$ cat src/rtl/flash_reader_pkg.sv
// Shared definitions for the SPI flash read engine: FSM states, the standard
// read opcode and the flash address width.
package flash_reader_pkg;

    localparam int unsigned ADDR_W   = 24;
    localparam logic [7:0]  READ_CMD = 8'h03;

    typedef enum logic [2:0] {
        ST_IDLE,
        ST_CMD,
        ST_ADDR,
        ST_DATA,
        ST_STALL,
        ST_DONE
    } state_t;

endpackage

$ cat src/rtl/flash_reader.sv
// SPI (mode 0) flash sequential reader: sends opcode + 24-bit address, then
// streams bytes out over a valid/ready handshake, pausing the SPI clock when
// the consumer falls behind so no bit is ever lost.
module flash_reader
    import flash_reader_pkg::*;
#(
    parameter int unsigned CountBitWidth = 24,
    parameter logic [7:0]  ReadCommand   = READ_CMD
) (
    input  logic                     clk,
    input  logic                     rst,
    input  logic                     start,
    input  logic [ADDR_W-1:0]        start_address,
    input  logic [CountBitWidth-1:0] byte_count,
    output logic                     busy,
    output logic                     done,
    output logic [7:0]               data_out,
    output logic                     data_valid,
    input  logic                     data_ready,
    output logic                     flash_clk,
    output logic                     flash_cs,
    output logic                     flash_mosi,
    input  logic                     flash_miso
);

    localparam logic [4:0]               CMD_LAST  = 5'd7;
    localparam logic [4:0]               ADDR_LAST = 5'(ADDR_W - 1);
    localparam logic [4:0]               BYTE_LAST = 5'd7;
    localparam logic [CountBitWidth-1:0] CNT_ONE   = {{(CountBitWidth-1){1'b0}}, 1'b1};

    state_t                   state_q, state_d;
    logic                     cs_q, cs_d;
    logic                     sclk_q, sclk_d;
    logic                     mosi_q, mosi_d;
    logic [30:0]              hdr_q, hdr_d;     // header bits still to be sent after the current one
    logic [4:0]               bit_q, bit_d;     // bit index within the current phase / byte
    logic [CountBitWidth-1:0] cnt_q, cnt_d;     // bytes still to be loaded into data_out
    logic [6:0]               rx_q, rx_d;       // first seven bits of the byte being received
    logic [7:0]               dout_q, dout_d;
    logic                     dv_q, dv_d;
    logic                     done_q, done_d;

    // State and datapath registers; reset returns everything to an idle, deselected bus
    always_ff @(posedge clk) begin
        if (rst) begin
            state_q <= ST_IDLE;
            cs_q    <= 1'b1;
            sclk_q  <= 1'b0;
            mosi_q  <= 1'b0;
            hdr_q   <= '0;
            bit_q   <= '0;
            cnt_q   <= '0;
            rx_q    <= '0;
            dout_q  <= '0;
            dv_q    <= 1'b0;
            done_q  <= 1'b0;
        end else begin
            state_q <= state_d;
            cs_q    <= cs_d;
            sclk_q  <= sclk_d;
            mosi_q  <= mosi_d;
            hdr_q   <= hdr_d;
            bit_q   <= bit_d;
            cnt_q   <= cnt_d;
            rx_q    <= rx_d;
            dout_q  <= dout_d;
            dv_q    <= dv_d;
            done_q  <= done_d;
        end
    end

    // Next-state logic; sclk_q tells which half of the SPI bit we are in
    always_comb begin
        state_d = state_q;
        cs_d    = cs_q;
        sclk_d  = sclk_q;
        mosi_d  = mosi_q;
        hdr_d   = hdr_q;
        bit_d   = bit_q;
        cnt_d   = cnt_q;
        rx_d    = rx_q;
        dout_d  = dout_q;
        dv_d    = dv_q & ~data_ready;   // a completed handshake frees the output register
        done_d  = 1'b0;

        case (state_q)
            ST_IDLE: begin
                if (start) begin
                    if (byte_count == '0) begin
                        state_d = ST_DONE;
                    end else begin
                        state_d = ST_CMD;
                        cs_d    = 1'b0;
                        sclk_d  = 1'b0;
                        mosi_d  = ReadCommand[7];
                        hdr_d   = {ReadCommand[6:0], start_address};
                        cnt_d   = byte_count;
                        bit_d   = '0;
                    end
                end
            end

            ST_CMD, ST_ADDR: begin
                if (!sclk_q) begin
                    sclk_d = 1'b1;
                end else begin
                    // Falling SPI edge: the only place the MOSI line may change
                    sclk_d = 1'b0;
                    if (state_q == ST_ADDR && bit_q == ADDR_LAST) begin
                        state_d = ST_DATA;
                        bit_d   = '0;
                        mosi_d  = 1'b0;
                    end else begin
                        mosi_d = hdr_q[30];
                        hdr_d  = {hdr_q[29:0], 1'b0};
                        if (state_q == ST_CMD && bit_q == CMD_LAST) begin
                            state_d = ST_ADDR;
                            bit_d   = '0;
                        end else begin
                            bit_d = bit_q + 5'd1;
                        end
                    end
                end
            end

            ST_DATA: begin
                if (cnt_q == '0) begin
                    // Every byte is loaded: release the flash, wait for the last handshake
                    cs_d   = 1'b1;
                    sclk_d = 1'b0;
                    if (!dv_q || data_ready) begin
                        state_d = ST_DONE;
                    end
                end else if (sclk_q) begin
                    sclk_d = 1'b0;
                end else if (bit_q == BYTE_LAST) begin
                    if (dv_q && !data_ready) begin
                        // Hold the final rising edge until the output register is free
                        state_d = ST_STALL;
                    end else begin
                        sclk_d = 1'b1;
                        dout_d = {rx_q, flash_miso};
                        dv_d   = 1'b1;
                        cnt_d  = cnt_q - CNT_ONE;
                        rx_d   = '0;
                        bit_d  = '0;
                    end
                end else begin
                    sclk_d = 1'b1;
                    rx_d   = {rx_q[5:0], flash_miso};
                    bit_d  = bit_q + 5'd1;
                end
            end

            ST_STALL: begin
                if (data_ready) begin
                    state_d = ST_DATA;
                end
            end

            ST_DONE: begin
                done_d  = 1'b1;
                state_d = ST_IDLE;
            end

            default: begin
                state_d = ST_IDLE;
            end
        endcase
    end

    assign busy       = (state_q != ST_IDLE);
    assign done       = done_q;
    assign data_out   = dout_q;
    assign data_valid = dv_q;
    assign flash_clk  = sclk_q;
    assign flash_cs   = cs_q;
    assign flash_mosi = mosi_q;

endmodule

$ cat config.mk
export PLATFORM = sky130hd
export DESIGN_NAME = flash_reader
export DESIGN_NICKNAME = d
export VERILOG_FILES = /design/src/rtl/flash_reader_pkg.sv /design/src/rtl/flash_reader.sv
export SDC_FILE = /design/constraint.sdc
export NUM_CORES = 1
export LEC_CHECK = 0
export ABC_AREA = 1
export CAP_MARGIN = 20
export CORE_ASPECT_RATIO = 1.75
export CORE_UTILIZATION = 35
export CTS_CLUSTER_SIZE = 40
export DETAILED_ROUTE_END_ITERATION = 8
export PLACE_DENSITY = 0.53
export SLEW_MARGIN = 20
export SYNTH_ARGS = -nofsm -noshare
export SYNTH_HDL_FRONTEND = slang
export SYNTH_SLANG_ARGS = --single-unit
$ cat constraint.sdc
create_clock -name clk -period 5.1 [get_ports clk]
set_input_delay 1.02 -clock clk [delete_from_list [all_inputs] [get_ports clk]]
set_output_delay 1.02 -clock clk [all_outputs]
set_load 0.01 [all_outputs]
==> Word level (Yosys, flattened, before mapping) <==
Cells that the tools add are included.
{ "totals": {"out_inout_bits": 14, "wordCells": 120, "input_bits": 53, "reg_bits": 83} }
{ "op_classes": {"n_bitwise": 5, "muxes": 55, "add_sub_neg": 2, "n_eq_ne": 24, "n_reduce_logical": 23} }
{ "ops": {"columns": ["operator", "count"], "rows": [
  ["$mux W24", 6],
  ["$mux W31", 4],
  ["$pmux W31 S2", 1],
  ["$logic_not A24 Y1", 2],
  ["$pmux W24 S2", 1],
  ["$mux W5", 9],
  ["$mux W3", 11],
  ["$sub A24 B1 Y24 const B", 1],
  ["$ne A2 B2 Y1 const B", 11],
  ["$ne A3 B3 Y1 const B", 6],
  ["$mux W1", 16],
  ["$pmux W5 S3", 1],
  ["$mux W7", 2],
  ["$reduce_and A7 Y1", 2],
  ["$pmux W3 S4", 1],
  ["$reduce_and A4 Y1", 3],
  ["$reduce_and A5 Y1", 2],
  ["$reduce_and A8 Y1", 1],
  ["$eq A3 B2 Y1 const B", 2],
  ["$eq A3 B3 Y1 const B", 2],
  ["$reduce_bool A3 Y1", 2],
  ["$add A5 B1 Y5 const B", 1],
  ["$eq A5 B3 Y1 const B", 1],
  ["$eq A5 B5 Y1 const B", 1],
  ["other kinds (12)", 20]
]} }

==> Logic depth before layout (Yosys ltp) <==
{ "depth": {"word_depth": 7, "mapped_depth": 13, "depth_no_buf": 13} }

==> Worst setup path before layout <==
OpenSTA, ideal clock, no wires.
{ "synth_path": {"path_type": "input to register", "from": "input byte_count[5]", "to": "register hdr_q[10]", "setup_ps": 113, "setup_slack_ps": 2972, "arrival_ps": 2015, "t_required_ps": 4987, "n_path_buf": 1, "stages": 11, "cell_sequence": "nor2_1 -> nand2_1 -> nor2_1 -> nand2_2 -> nor2_4 -> nor2_4 -> nand3_4 -> buf_2 -> nand2_1 -> nand2_1 -> nor2_1"} }
{ "synth_via": {"elab_chain_len": 3} }
{ "synth_lines": {"columns": ["item", "line_no", "text"], "rows": [
  ["start, declared", "flash_reader.sv:14", "input logic [CountBitWidth-1:0] byte_count,"],
  ["$logic_not A24 Y1", "flash_reader.sv:89", "if (byte_count == '0) begin"],
  ["$ne A2 B2 Y1 (no line)", null, null],
  ["$reduce_and A5 Y1 (no line)", null, null],
  ["end signal, assigned", "flash_reader.sv:62", "hdr_q <= hdr_d;"],
  ["end, declared", "flash_reader.sv:35", "logic [30:0] hdr_q, hdr_d;"]
]} }
Every way passes these cells.
A chain may end at the register's enable or synchronous reset.

==> Final worst setup path <==
{ "layout_path": {"from": "input byte_count[10]", "to": "register hdr_q[0]"} }
Same word-level chain as after synthesis.

==> flow_summary.json <==
{
  "status": "completed",
  "wl_met2_mm": 7.03,
  "highest-signal-layer": "met4",
  "finalNetCount": 917,
  "p_leak_nw": 2.67,
  "core_region_area_mm2": 0.0135,
  "fmaxAchievable_mhz": 360,
  "synth_edf_count": 0,
  "cp-end-kind": "flop",
  "avgSynthCellArea_um2": 5.96,
  "cp-start-kind": "input pin",
  "grt_pass1_wl_mm": 21.8,
  "tightest_slew_ns": 0.704,
  "place_hpwl_mm": 9.61,
  "grt_pass1_vias": 4832,
  "yosys_warnings": 0,
  "dieArea_mm2": 0.0143,
  "via_per_inst": 4.74,
  "syn_to_final_growth_pct": 21.4,
  "drc": 0,
  "synth-async-reset-ratio_pct": 0,
  "holdWs_ns": 0.444,
  "peakVddDrop_uv": 266,
  "p_per_area_mw_per_mm2": 588,
  "clock_power_share_pct": 17.8,
  "wirelength_mm": 12.9,
  "wl_per_cell_um": 12.4,
  "hold_class": "reg -> reg",
  "min_period_ns": 2.78,
  "swShare_pct": 47.8,
  "fp.dieH_um": 157,
  "max_slew_margin_pct": 53.0,
  "rsz0062_at_grt": "no",
  "root_buffer": "clkbuf_16",
  "drtIter0Drc": 160,
  "final_antenna_net_count": 0,
  "grt_antenna_before_repair": 0,
  "p_comb_share_pct": 53.1,
  "finalSetupTns_ns": 0,
  "cts_tree": "built",
  "diodes": 0,
  "worstPathMaxFanout": 54,
  "postCtsSetupRepairBufs": 0,
  "io_pins": 67,
  "cts_buffers": 9,
  "cts-hold-fix-buffers": 0,
  "track_usage_pct": 19.0,
  "yosysMostFrequentCell": "nand2_1",
  "yosys-top-cells-count": "nand2_1, nor2_1, dfxtp_1",
  "drt-pass1-iter-count": 4,
  "gp_congestion": 0.873,
  "finalCritPeriodShare_pct": 54.5,
  "rows": 56,
  "clk_latency_ns": 0.34,
  "finalHoldViolCount": 0,
  "seq_power_share_pct": 29.1,
  "drv_slew": 0,
  "setup_viol": 0,
  "ys_ff_latch": 83,
  "initial_utilization_pct": 35.9,
  "m1WireLength_mm": 5.06,
  "seq_area_frac_synth_pct": 34.4,
  "drive_gt1_share_pct": 4.97,
  "cts_max_path_buffers": 2,
  "crit_type": "in -> reg",
  "dr_wl_met3_um": 414,
  "die_x_um": 90.8,
  "route.vias.total": 4925,
  "synth_top_area_share_pct": 34.4,
  "overflow": 0,
  "switchingPower_mw": 1.65,
  "cp.required_ns": 5.32,
  "syn_area_mm2": 0.00483,
  "intPower_mw": 1.80,
  "synth-main-ff-cell": "dfxtp_1",
  "syn_nets": 865,
  "critical_path_arrival_ns": 3.00,
  "h-tree-depth": 3,
  "clock_sinks": 83,
  "cts_resized": 0,
  "drv_cap": 0,
  "yosysUniqueCellTypes": 29,
  "syn-instance-count": 810,
  "finClkSkew_ns": 0.0137,
  "yosys-top-cells-area": "dfxtp_1, nand2_1, nor2_1, inv_1, nand3_1",
  "io_buffers": 66,
  "grt_max_degree": 55,
  "yosysTopAreaCell": "dfxtp_1",
  "clk_pin_slew_worst_paths_ns": 0.06
}
[cells in the final DEF, fill, tap and decap left out, drive strengths merged]
master and instances:
ha 2, clkbuf 12, clkdlybuf4s50 66, nand4 15
o21ai 52, nor2 189, nand2 254, inv 84
nand3 56, nor3 6, xnor2 1, dfxtp 83
buf 3, a211oi 3, xor2 1, nand3b 4
a21oi 31, clkinv 3, o21a 1
[final timing paths]
path	cells after the start	startpoint	endpoint	slack [ns]
worst min-delay path	2	data_out[0]	data_out[0]	0.44
worst max-delay path	10	byte_count[10]	hdr_q[0]	2.32
worst max register to register	9	state_q[2]	hdr_q[0]	2.53
worst min register to register	2	data_out[0]	data_out[0]	0.44
[worst max-delay path: stages]
cell and delay [ns]:
clkdlybuf4s50_1 0.48, nor2_1 0.05, nand2_1 0.09, nor2_1 0.05
nand2_1 0.13, nor2_4 0.07, nor2_4 0.23, nand3_4 0.49
a21oi_1 0.30, nor2_1 0.05
[registers in the layout (all words and copies together), names as in the netlist]
name / flops
hdr_q: 31
cnt_q: 24
data_out: 8
rx_q: 7
bit_q: 5
state_q: 3
data_valid: 1
done: 1
flash_clk: 1
flash_cs: 1
flash_mosi: 1
[power by group through the flow]
stage	logic, mW	clock network [mW]	registers, mW
finish	1.83	0.613	1.00
floorplan	1.50	0	0.979
detailed placement	1.84	0	1.02
CTS	1.85	0.634	1.00
global placement	1.82	0	1.01
global route	2.14	0.664	1.03
[layout make-up]
type | count | area [um^2]
flip-flops and latches | 83 | 1660
inverters | 84 | 315
clock buffers | 12 | 256
multi-input cells | 615 | 2700
repair buffers | 69 | 683
fillers | 1488 | 7590
clock inverters | 3 | 22.5
well taps | 174 | 218
[stage by stage]
stage	area, um^2	std cells	total power [mW]	worst slack [ns]	utilization (%)
2_1_floorplan	4830	810	2.48	2.97	-
3_3_place_gp	5580	1025	2.83	1.96	41.5
3_5_place_dp	5580	1025	2.86	1.91	41.5
4_1_cts	5860	1040	3.49	2.26	43.6
5_1_grt	5860	1040	3.83	2.12	43.6
6_report	5860	1040	3.44	2.32	43.6
[logic make-up (layout without fill, tap and decap cells)]
logic type                 Yosys count  after routing  synth area share [%]
DFF                                 83             83                  34.4
buffers and inverters              112            168                  9.61
AOI/OAI and AO/OA                   87             87                  9.23
and+or+nand+nor                    524            524                  45.9
xor gates and xnor gates             2              2                 0.363
adders and majority gates            2              2                 0.518
[routing by layer]
| metal | vias to the layer above | track usage [%] |
|---|---|---|
| li1 | 2629 | - |
| met1 | 2184 | 19.2 |
| met2 | 91 | 37.6 |
| met3 | 21 | 2.61 |
| met4 | 0 | 9.37 |
| met5 | - | 0 |
Note: power is estimated with default switching activity, not from simulation.
